$ cat config.mk
export PLATFORM = sky130hd
export DESIGN_NAME = mp_add_seq_flat
export DESIGN_NICKNAME = d
export VERILOG_FILES = /design/src/rtl/mp_add_seq_if.sv /design/src/rtl/mp_add_seq.sv /design/src/flat_wrapper.sv
export SDC_FILE = /design/constraint.sdc
export NUM_CORES = 1
export LEC_CHECK = 0
export CAP_MARGIN = 20
export CORE_MARGIN = 4
export CORE_UTILIZATION = 47
export DETAILED_ROUTE_END_ITERATION = 12
export PLACE_DENSITY = 0.8
export SLEW_MARGIN = 20
export SYNTH_ARGS = -nofsm -noshare
export SYNTH_HDL_FRONTEND = slang
export SYNTH_SLANG_ARGS = --single-unit
$ cat constraint.sdc
create_clock -name clk -period 2.95 [get_ports clk]
set_input_delay 0.4425 -clock clk [delete_from_list [all_inputs] [get_ports clk]]
set_output_delay 0.4425 -clock clk [all_outputs]
set_load 0.05 [all_outputs]
$ cat src/rtl/mp_add_seq_if.sv
// Operand and result streams of the multi-precision add sequencer.
// master drives operands and accepts sums; slave is the sequencer.
interface mp_add_seq_if #(
  parameter int WIDTH = 16
);
  logic             in_valid;
  logic             in_ready;
  logic [WIDTH-1:0] a_word;
  logic [WIDTH-1:0] b_word;
  logic             out_valid;
  logic             out_ready;
  logic [WIDTH-1:0] sum_word;
  logic             out_last;

  modport master (
    output in_valid, a_word, b_word, out_ready,
    input  in_ready, out_valid, sum_word, out_last
  );

  modport slave (
    input  in_valid, a_word, b_word, out_ready,
    output in_ready, out_valid, sum_word, out_last
  );
endinterface

$ cat src/rtl/mp_add_seq.sv
// Multi-precision add sequencer: streams words LSW first through one
// 16-bit add, chaining carry. MP_ADD_SUB_EN adds a `sub` port (A - B).
module mp_add_seq #(
  parameter int WIDTH     = 16,
  parameter int MAX_WORDS = 8
) (
  input  logic       clk,
  input  logic       rst,
  input  logic       start,
  input  logic [3:0] num_words,
  input  logic       cin_init,
`ifdef MP_ADD_SUB_EN
  input  logic       sub,
`endif
  mp_add_seq_if.slave bus,
  output logic       busy,
  output logic       done,
  output logic       cout_final,
  output logic       err
);

  typedef enum logic [1:0] {
    IDLE,
    RUN,
    DRAIN
  } state_t;

  localparam logic [3:0] MAXW = 4'(MAX_WORDS);

  state_t           state_q, state_d;
  logic [3:0]       len_q;
  logic [3:0]       cnt_q;
  logic             carry_q;
  logic [WIDTH-1:0] sum_q;
  logic             ov_q;
  logic             last_q;
  logic             done_q;
  logic             err_q;
  logic             cout_q;

  logic             len_ok;
  logic             start_ok;
  logic             start_bad;
  logic             in_rdy;
  logic             accept;
  logic             last_acc;
  logic             out_hs;
  logic             init_c;
  logic [WIDTH-1:0] b_eff;
  logic [WIDTH:0]   add_r;

`ifdef MP_ADD_SUB_EN
  logic sub_q;
  assign b_eff  = sub_q ? ~bus.b_word : bus.b_word;
  assign init_c = sub | cin_init;
`else
  assign b_eff  = bus.b_word;
  assign init_c = cin_init;
`endif

  assign len_ok = (num_words != 4'd0) && (num_words <= MAXW);

  // Word adder: {cout,sum} = a + b + carry, modulo 2^(WIDTH+1).
  assign add_r = {1'b0, bus.a_word}
               + {1'b0, b_eff}
               + {{WIDTH{1'b0}}, carry_q};

  // State register.
  always_ff @(posedge clk) begin
    if (rst) state_q <= IDLE;
    else     state_q <= state_d;
  end

  // Next state and handshake decode.
  always_comb begin
    state_d   = state_q;
    start_ok  = 1'b0;
    start_bad = 1'b0;
    in_rdy    = 1'b0;
    accept    = 1'b0;
    last_acc  = 1'b0;
    out_hs    = 1'b0;
    unique case (state_q)
      IDLE: begin
        if (start) begin
          if (len_ok) begin
            start_ok = 1'b1;
            state_d  = RUN;
          end else begin
            start_bad = 1'b1;
          end
        end
      end
      RUN: begin
        in_rdy   = !ov_q || bus.out_ready;
        accept   = bus.in_valid && in_rdy;
        last_acc = accept && (cnt_q == 4'(len_q - 4'd1));
        out_hs   = ov_q && bus.out_ready;
        if (last_acc) state_d = DRAIN;
      end
      DRAIN: begin
        out_hs = ov_q && bus.out_ready;
        if (out_hs) state_d = IDLE;
      end
      default: state_d = IDLE;
    endcase
  end

  // Datapath: operand capture, result register, carry chain, pulses.
  always_ff @(posedge clk) begin
    if (rst) begin
      len_q   <= '0;
      cnt_q   <= '0;
      carry_q <= 1'b0;
      sum_q   <= '0;
      ov_q    <= 1'b0;
      last_q  <= 1'b0;
      done_q  <= 1'b0;
      err_q   <= 1'b0;
      cout_q  <= 1'b0;
`ifdef MP_ADD_SUB_EN
      sub_q   <= 1'b0;
`endif
    end else begin
      done_q <= 1'b0;
      err_q  <= start_bad;
      if (start_ok) begin
        len_q   <= num_words;
        cnt_q   <= '0;
        carry_q <= init_c;
        cout_q  <= 1'b0;
`ifdef MP_ADD_SUB_EN
        sub_q   <= sub;
`endif
      end
      if (accept) begin
        sum_q   <= add_r[WIDTH-1:0];
        carry_q <= add_r[WIDTH];
        ov_q    <= 1'b1;
        last_q  <= last_acc;
        cnt_q   <= cnt_q + 4'd1;
      end else if (out_hs) begin
        ov_q <= 1'b0;
      end
      if (state_q == DRAIN && out_hs) begin
        cout_q <= carry_q;
        done_q <= 1'b1;
      end
    end
  end

  assign bus.in_ready  = in_rdy;
  assign bus.out_valid = ov_q;
  assign bus.sum_word  = sum_q;
  assign bus.out_last  = last_q;
  assign busy          = (state_q != IDLE);
  assign done          = done_q;
  assign cout_final    = cout_q;
  assign err           = err_q;

endmodule

$ cat src/flat_wrapper.sv
// flat-port wrapper written by rule: the top's interface ports become plain ports
module mp_add_seq_flat 
#(
  parameter int WIDTH     = 16,
  parameter int MAX_WORDS = 8
)
  (clk, rst, start, num_words, cin_init, busy, done, cout_final, err, bus_in_valid, bus_a_word, bus_b_word, bus_out_ready, bus_in_ready, bus_out_valid, bus_sum_word, bus_out_last);
  mp_add_seq_if #(.WIDTH(WIDTH)) bus_i ();
  input  logic clk;
  input  logic rst;
  input  logic start;
  input  logic [3:0] num_words;
  input  logic cin_init;
  output logic busy;
  output logic done;
  output logic cout_final;
  output logic err;
  input wire logic [$bits(bus_i.in_valid)-1:0] bus_in_valid;
  input wire logic [$bits(bus_i.a_word)-1:0] bus_a_word;
  input wire logic [$bits(bus_i.b_word)-1:0] bus_b_word;
  input wire logic [$bits(bus_i.out_ready)-1:0] bus_out_ready;
  output wire logic [$bits(bus_i.in_ready)-1:0] bus_in_ready;
  output wire logic [$bits(bus_i.out_valid)-1:0] bus_out_valid;
  output wire logic [$bits(bus_i.sum_word)-1:0] bus_sum_word;
  output wire logic [$bits(bus_i.out_last)-1:0] bus_out_last;
  assign bus_i.in_valid = bus_in_valid;
  assign bus_i.a_word = bus_a_word;
  assign bus_i.b_word = bus_b_word;
  assign bus_i.out_ready = bus_out_ready;
  assign bus_in_ready = bus_i.in_ready;
  assign bus_out_valid = bus_i.out_valid;
  assign bus_sum_word = bus_i.sum_word;
  assign bus_out_last = bus_i.out_last;
  mp_add_seq #(.WIDTH(WIDTH), .MAX_WORDS(MAX_WORDS)) u_core (.clk(clk), .rst(rst), .start(start), .num_words(num_words), .cin_init(cin_init), .bus(bus_i), .busy(busy), .done(done), .cout_final(cout_final), .err(err));
endmodule
==> out/results.txt, run 1 <==
status = finished, final reports clean
Rel. slew slack = 64.8%
final RePlAce weighted congestion = 0.921
routed wire length = 5.29 mm
Tcrit/Tclk final = 92.2%
CP Class = input port to flip-flop
initial DRC count = 178
share of flip-flops with an asynchronous set or reset = 0%
via count = 2202
fin worst setup slack = 0.230 ns
RSZ-0062 raised after global routing = no
post-synthesis register bit count = 32
Final Hold Vio Count = 0
Post-synth top flop = dfxtp_1
critical path peak fanout = 3
root buf cell = clkbuf_8
clk buf depth = 2
crit path cell chain = clkdlybuf4s50_1 -> fa_2 -> inv_1 -> fa_2 -> nor2b_4 -> o31a_1 -> o311ai_2 -> a31oi_1 -> or4_1 -> a21oi_1
antenna diode count = 0
grt ovf = 0
HP Class = flip-flop to flip-flop
Initial Util = 48.8%
Vert. Die Dim = 75.5 um
IO Pins = 65
# fillers = 360
Mapped Cells = 264
Slew Limit Fails = 0
die width = 75.5 um
Simple-Gate Fraction of Synth Area = 20.7%
XOR/XNOR Fraction of Synth Area = 4.91%
Routed WL per cell = 13.7 um
Post-synth EDFFs = 0
Slew @ Worst Pin = 0.527 ns
LEAKAGE = 1.19 nW
drt first pass iters = 4
Post-DP Area = 2870 um2
crit start category = input port
mux contribution to synthesized area = 2.86%
hpwl dp = 4.19 mm
Post-CTS Hold Buffers = 0
top cell type by total area after synthesis = dfxtp_1
synthesized net count = 329
mapped cell area = 2140 um2
Setup TNS = 0 ns
Mapped Avg Cell Area = 8.11 um2
Most Frequent Cell on Critical Path = fa_2
largest net degree at the start of global routing = 27
post-synth top area share = 29.9%
Synth Area in Compound Gates = 23.7%
r2r setup slk = 0.47 ns
# DRC = 0
first-pass GRT wire length = 8.58 mm
initial antenna violation count = 0
area occupied by registers = 641 um2
Multi-input gate area = 1430 um2
die area = 5700 um2
Arrival @ worst endpoint = 2.95 ns
combinational family with the most area after synthesis = compound AO/OA/AOI/OAI gates
Critical Path Sink Type = flip-flop
peak supply drop = 207 uV
core area = 4380 um2
Clock Latency Late Sink = 0.29 ns
Cell Count Post-Placement = 379
Layout Utilization = 67.8%
vias in the first global route = 1947
# resized after CTS = 0
P per Cell Area = 462 nW/um2
Fmax = 368 MHz
vias per cell = 5.69
I/O Buffers = 64
share of cells above drive strength 1 = 7.76%
post-route cell area = 2970 um2
CTS tree = yes
Sinks on Clock Net = 32
Critical Path RT = 3.18 ns
total of max-cap violations = 0
Layout Area Growth over Synthesis = 38.7%
post-synth cell types = 47
dpl ws = -0.165 ns
Final setup viols = 0
NumNets Final = 399
Final Critical Period = 2.72 ns
total CTS buffers = 5
Worst Skew = 0.00799 ns
total track usage = 19.4%
CTS H-Tree Depth = 2
Synth Area in Adders = 14.1%
row count = 24
slowest stage delay, CP = 0.44 ns
largest cells by area after synthesis = dfxtp_1, ha_1, a21oi_1
Reg clk slew, reported paths = 0.07 ns
warnings from Yosys = 0
Antenna Violating Nets Remaining = 0
filler-free cell count of the finished design = 387
CP max-delay cell = clkdlybuf4s50_1
postcts setup bufs = 0
post-synthesis sequential area ratio = 29.9%
[placed cells by master (no fill, tap or decap), types with 9 or more instances in the layout]
cell / synthesis / layout
inv_1: 12 / 12
clkdlybuf4s50_1: 0 / 64
a211oi_1: 10 / 10
a21oi_1: 27 / 27
dfxtp_1: 32 / 32
nand2_1: 21 / 21
o21ai_0: 10 / 10
nor3_1: 11 / 11
ha_1: 21 / 21
xnor2_1: 9 / 9
nor2_1: 30 / 30
[report_power, final]
group	switching, W	total, W	internal (W)
combinational	0.000307	0.000539	0.000232
sequential	0.0000237	0.000488	0.000465
clock	0.000178	0.000345	0.000167
[state kept, by name, indices dropped and copies added (netlist names)]
register,flops
u_core.cout_final,1
u_core.carry_q,1
u_core.bus.sum_word,16
u_core.done,1
u_core.bus.out_valid,1
u_core.len_q,4
u_core.state_q,2
u_core.cnt_q,4
u_core.err,1
u_core.bus.out_last,1
[synth_stat cells, drive strengths merged, types with 2 or more instances]
cell and n:
a21oi 27, o311ai 2, clkbuf 8, a22o 2
o21a 3, xor2 3, or4 2, fa 2
or2 2, nor2 30, and3 5, nand2 21
a21o 4, o21ai 11, a31oi 5, inv 12
nand3 7, o31ai 3, ha 21, a211oi 11
nor2b 3, nor3 11, mux2i 5, nand4 5
dfxtp 32, xnor2 9, o211ai 2
[stage by stage]
stage | hold slack, ns | total power [W]
final | 0.459 | 0.00137
after global routing | 0.483 | 0.00145
after CTS | 0.462 | 0.00138
after detailed placement | 0.453 | 0.00103
after global placement | 0.444 | 0.00102
after floorplan | 0.458 | 0.000847
[routing by layer]
metal | vias to the layer above | track usage (%) | wire (um)
li1 | 1103 | - | -
met4 | 0 | 7.96 | 116
met2 | 76 | 32.4 | 2510
met3 | 11 | 3.83 | 350
met5 | - | 0 | 0
met1 | 1012 | 24.3 | 2310
[kinds of logic (layout without fill, tap and decap cells)]
logic type / Yosys count / count (layout)
muxes: 6 / 6
xor gates and xnor gates: 12 / 12
DFF: 32 / 32
buffers and inverters: 21 / 92
and+or+nand+nor: 92 / 92
adders and majority gates: 23 / 23
AOI/OAI and AO/OA: 78 / 78
[final timing paths]
| path | startpoint | end | depth (start not counted) |
|---|---|---|---|
| setup / recovery | bus_b_word[0] | u_core.bus.sum_word[14] | 10 |
| hold / removal | u_core.bus.sum_word[5] | u_core.bus.sum_word[5] | 2 |
| setup reg to reg | u_core.carry_q | u_core.carry_q | 10 |
| hold reg to reg | u_core.bus.sum_word[5] | u_core.bus.sum_word[5] | 2 |
[critical path: cells and delay by family]
| kind | cells | cell delay, ns |
|---|---|---|
| compound gates | 4 | 0.86 |
| fa+ha+maj | 2 | 0.63 |
| buf+inv | 2 | 0.53 |
| simple gates | 2 | 0.47 |
[final cells by class]
type                    count  area share [%]
clock inverters             3           0.800
flip-flops and latches     32            21.6
well taps                  52            2.19
multi-input cells         211            48.0
clock buffers               5            2.32
repair buffers             72            23.6
inverters                  12            1.52
No activity file was read; power rests on OpenSTA's default activity.
==> inputs of run 2 (changes only) <==
--- a/config.mk
+++ b/config.mk
@@ -7,9 +7,8 @@
 export LEC_CHECK = 0
 export CAP_MARGIN = 20
 export CORE_MARGIN = 4
-export CORE_UTILIZATION = 47
+export CORE_UTILIZATION = 29
 export DETAILED_ROUTE_END_ITERATION = 12
-export PLACE_DENSITY = 0.8
 export SLEW_MARGIN = 20
 export SYNTH_ARGS = -nofsm -noshare
 export SYNTH_HDL_FRONTEND = slang
==> out/results.txt, run 2 (synthesis results as in run 1) <==
critical path peak fanout = 3
share of cells above drive strength 1 = 7.42%
Final Hold Vio Count = 0
r2r setup slk = 0.38 ns
NumNets Final = 401
row count = 31
Final setup viols = 0
drt first pass iters = 4
# DRC = 0
core area = 7210 um2
hold worst-path end = u_core.bus.sum_word[0]
Final Critical Period = 2.84 ns
Worst R2R End = u_core.bus.sum_word[14]
IO Pins = 65
peak supply drop = 201 uV
total track usage = 13.4%
total CTS buffers = 5
Layout Area Growth over Synthesis = 42.7%
grt ovf = 0
Slew Limit Fails = 0
Sinks on Clock Net = 32
# fillers = 747
Arrival @ worst endpoint = 3.06 ns
clk buf depth = 2
crit start category = input port
Vert. Die Dim = 93.9 um
routed wire length = 5.71 mm
Tcrit/Tclk final = 96.2%
Post-DP Area = 2950 um2
die area = 8820 um2
WHS Path Cells = 2
Cell Count Post-Placement = 428
Slew @ Worst Pin = 0.597 ns
Routed WL per cell = 13.1 um
Critical Path RT = 3.17 ns
HP Class = flip-flop to flip-flop
CP Class = input port to flip-flop
post-route cell area = 3050 um2
die width = 93.9 um
total of max-cap violations = 0
initial DRC count = 41
commonest non-fill, non-tap cell in the layout = clkdlybuf4s50_1
Antenna Violating Nets Remaining = 0
filler-free cell count of the finished design = 436
root buf cell = clkbuf_8
Worst Skew = 0.00441 ns
Rel. slew slack = 60.1%
worst reg2reg startpoint = u_core.carry_q
final RePlAce weighted congestion = 0.785
antenna diode count = 0
most frequent cells in the layout = clkdlybuf4s50_1, dfxtp_1, nor2_1
Hold Crit Start = u_core.bus.sum_word[0]
first-pass GRT wire length = 9.54 mm
via count = 2117
Clock Latency Late Sink = 0.28 ns
P per Cell Area = 476 nW/um2
status = finished, final reports clean
total power = 0.00145 W
postcts setup bufs = 0
Critical Path Sink Type = flip-flop
largest net degree at the start of global routing = 33
Reg clk slew, reported paths = 0.07 ns
RSZ-0062 raised after global routing = no
hpwl dp = 4.42 mm
vias per cell = 4.86
Post-CTS Hold Buffers = 0
area occupied by registers = 641 um2
final hold slack = 0.466 ns
Initial Util = 29.7%
CTS tree = yes
Fmax = 352 MHz
max FFs per register = 16
LEAKAGE = 1.21 nW
# resized after CTS = 0
cells on worst reg2reg path = 9
CTS H-Tree Depth = 2
Multi-input gate area = 1420 um2
initial antenna violation count = 0
vias in the first global route = 2016
I/O Buffers = 64
## run 2: worst max path at each step
stage	start	endpoint	depth (start not counted)
after global placement	bus_b_word[0]	u_core.bus.sum_word[14]	10
after global routing	bus_b_word[0]	u_core.bus.sum_word[14]	10
after CTS	bus_b_word[0]	u_core.bus.sum_word[14]	10
after detailed placement	bus_b_word[0]	u_core.bus.sum_word[14]	10
after floorplan	bus_b_word[0]	u_core.bus.sum_word[14]	9
final	bus_b_word[0]	u_core.bus.sum_word[14]	10
## run 2: metrics by stage
step	setup slack (ns)	setup TNS [ns]	util, %
finish	0.111	0	42.3
global route	0.0362	0	42.3
CTS	0.132	0	42.3
detailed placement	-0.155	-0.304	40.8
global placement	-0.0870	-0.0870	40.8
floorplan	0.403	0	-
## run 2: cell type report
type / instances / share of cell area, %
clock buffers: 6 / 2.38
clock inverters: 2 / 1.15
inverters: 12 / 1.47
multi-input cells: 211 / 46.5
flip-flops and latches: 32 / 21.0
well taps: 99 / 4.06
repair buffers: 74 / 23.4
## run 2: where the power goes
group / internal (W) / total [W] / switching [W]
registers: 0.000465 / 0.000488 / 0.0000237
logic: 0.000233 / 0.000542 / 0.000309
clock network: 0.000251 / 0.000422 / 0.000171
## run 2: routing by layer
layer  track usage [%]  routed length (um)  vias to the layer above
met5                 0                   0                        -
met4              3.25                  58                        0
met3              2.88                 239                        6
met2              21.8                2680                       39
met1              17.9                2730                      965
li1                  -                   -                     1107
## run 2: critical path: stages
cell and delay (ns):
clkdlybuf4s50_1 0.43, fa_1 0.46, inv_1 0.09, fa_1 0.23
nor2b_4 0.05, o31a_1 0.28, o311ai_2 0.28, a31oi_1 0.15
or4_1 0.49, a21oi_1 0.16
==> inputs of run 3 (changes only) <==
--- a/config.mk
+++ b/config.mk
@@ -7,8 +7,9 @@
 export LEC_CHECK = 0
 export CAP_MARGIN = 20
 export CORE_MARGIN = 4
-export CORE_UTILIZATION = 29
+export CORE_UTILIZATION = 43
 export DETAILED_ROUTE_END_ITERATION = 12
+export PLACE_DENSITY = 0.77
 export SLEW_MARGIN = 20
 export SYNTH_ARGS = -nofsm -noshare
 export SYNTH_HDL_FRONTEND = slang
==> constraint.sdc (replaced) <==
create_clock -name clk -period 2.6 [get_ports clk]
set_input_delay 0.39 -clock clk [delete_from_list [all_inputs] [get_ports clk]]
set_output_delay 0.39 -clock clk [all_outputs]
set_load 0.05 [all_outputs]
==> out/results.txt, run 3 (synthesis results as in run 1) <==
status = finished, final reports clean
CP Class = input port to flip-flop
die area = 6170 um2
IO Pins = 65
max FFs per register = 16
die width = 78.6 um
Post-DP Area = 2990 um2
Slew Limit Fails = 0
crit start category = input port
first-pass GRT wire length = 9.34 mm
Arrival @ worst endpoint = 2.67 ns
WHS Path Cells = 2
Worst Skew = 0.00747 ns
post-route cell area = 3110 um2
total of max-cap violations = 0
antenna diode count = 0
drt first pass iters = 4
Antenna Violating Nets Remaining = 0
filler-free cell count of the finished design = 417
Critical Path RT = 2.82 ns
peak supply drop = 280 uV
Tcrit/Tclk final = 94.0%
fin worst setup slack = 0.155 ns
initial antenna violation count = 0
clk buf depth = 2
CTS tree = yes
final hold slack = 0.468 ns
# fillers = 418
root buf cell = clkbuf_8
r2r setup slk = 0.21 ns
Final setup viols = 0
Slew @ Worst Pin = 0.510 ns
Worst R2R End = u_core.bus.sum_word[14]
initial DRC count = 108
most frequent cells in the layout = clkdlybuf4s50_1, dfxtp_1, nor2_1
share of cells above drive strength 1 = 12.6%
RSZ-0062 raised after global routing = no
Final Hold Vio Count = 0
vias per cell = 5.37
hpwl dp = 4.34 mm
NumNets Final = 415
HP Class = flip-flop to flip-flop
routed wire length = 5.51 mm
Fmax = 409 MHz
Rel. slew slack = 65.9%
worst reg2reg startpoint = u_core.carry_q
Critical Path Sink Type = flip-flop
final RePlAce weighted congestion = 0.852
dpl ws = -0.447 ns
# DRC = 0
total track usage = 18.5%
total CTS buffers = 5
Final Critical Period = 2.45 ns
I/O Buffers = 64
row count = 25
vias in the first global route = 2107
core area = 4790 um2
Clock Latency Late Sink = 0.28 ns
LEAKAGE = 1.28 nW
grt ovf = 0
critical path peak fanout = 2
Sinks on Clock Net = 32
Initial Util = 44.7%
largest net degree at the start of global routing = 26
CTS H-Tree Depth = 2
Cell Count Post-Placement = 408
cells on worst reg2reg path = 9
Vert. Die Dim = 78.6 um
Routed WL per cell = 13.2 um
Reg clk slew, reported paths = 0.07 ns
hold worst-path end = u_core.bus.sum_word[5]
Layout Utilization = 65.0%
commonest non-fill, non-tap cell in the layout = clkdlybuf4s50_1
P per Cell Area = 520 nW/um2
Layout Area Growth over Synthesis = 45.4%
Hold Crit Start = u_core.bus.sum_word[5]
via count = 2239
## run 3: changes by cell type in the layout (fill, tap and decap cells not counted), sizes merged
cell | before | now
buf | 10 | 25
clkdlybuf4s50 | 64 | 61
dlygate4sd2 | 0 | 2
bufinv | 1 | 0
clkbuf | 6 | 7
clkinv | 1 | 0
## run 3: layout make-up
type	instances	area [um2]	area share (%)
well taps	67	83.8	2.69
inverters	12	45.0	1.45
repair buffers	88	816	26.2
flip-flops and latches	32	641	20.6
clock buffers	7	96.3	3.10
multi-input cells	211	1430	46.0
## run 3: repair_timing
item / CTS / global route
gates resized for setup: 5 / 1
pin swaps: 5 / 4
setup endpoints to repair: 2 / 2
buffers inserted: 2 / 0
hold buffers: 0 / 0
## run 3: layer usage
metal	part of all wire [%]	global-route usage, %	vias to the layer above
li1	-	-	1135
met1	45	22.9	1033
met2	48	32.1	61
met3	4.8	2.98	10
met4	1.7	6.82	0
met5	0	0	-
## run 3: worst max-delay path by stage
stage / start / to
2_1_floorplan: bus_b_word[0] / u_core.bus.sum_word[14]
4_1_cts: bus_a_word[0] / u_core.bus.sum_word[14]
6_report: bus_a_word[0] / u_core.bus.sum_word[14]
5_1_grt: bus_a_word[0] / u_core.bus.sum_word[14]
3_3_place_gp: bus_b_word[0] / u_core.bus.sum_word[14]
3_5_place_dp: bus_b_word[0] / u_core.bus.sum_word[14]
## run 3: report_power, final
part / leakage [nW] / total (W) / internal [W] / switching (W)
Sequential: 0.260 / 0.000554 / 0.000527 / 0.0000264
Clock: 0.0503 / 0.000422 / 0.000236 / 0.000186
Combinational: 0.966 / 0.000642 / 0.000287 / 0.000355
Total: 1.28 / 0.00162 / 0.00105 / 0.000568
## run 3: through the flow
stage          setup TNS, ns  power (W)
2_1_floorplan              0   0.000961
3_3_place_gp           -1.36    0.00119
3_5_place_dp           -1.95    0.00120
4_1_cts                    0    0.00162
5_1_grt                    0    0.00171
6_report                   0    0.00162
## run 3: critical path, stage by stage
cell,delay (ns)
dlygate4sd2_1,0.25
fa_2,0.40
inv_2,0.07
fa_2,0.22
nor2b_4,0.05
o31a_1,0.33
o311ai_2,0.26
a31oi_1,0.14
or4_1,0.43
a21oi_2,0.14
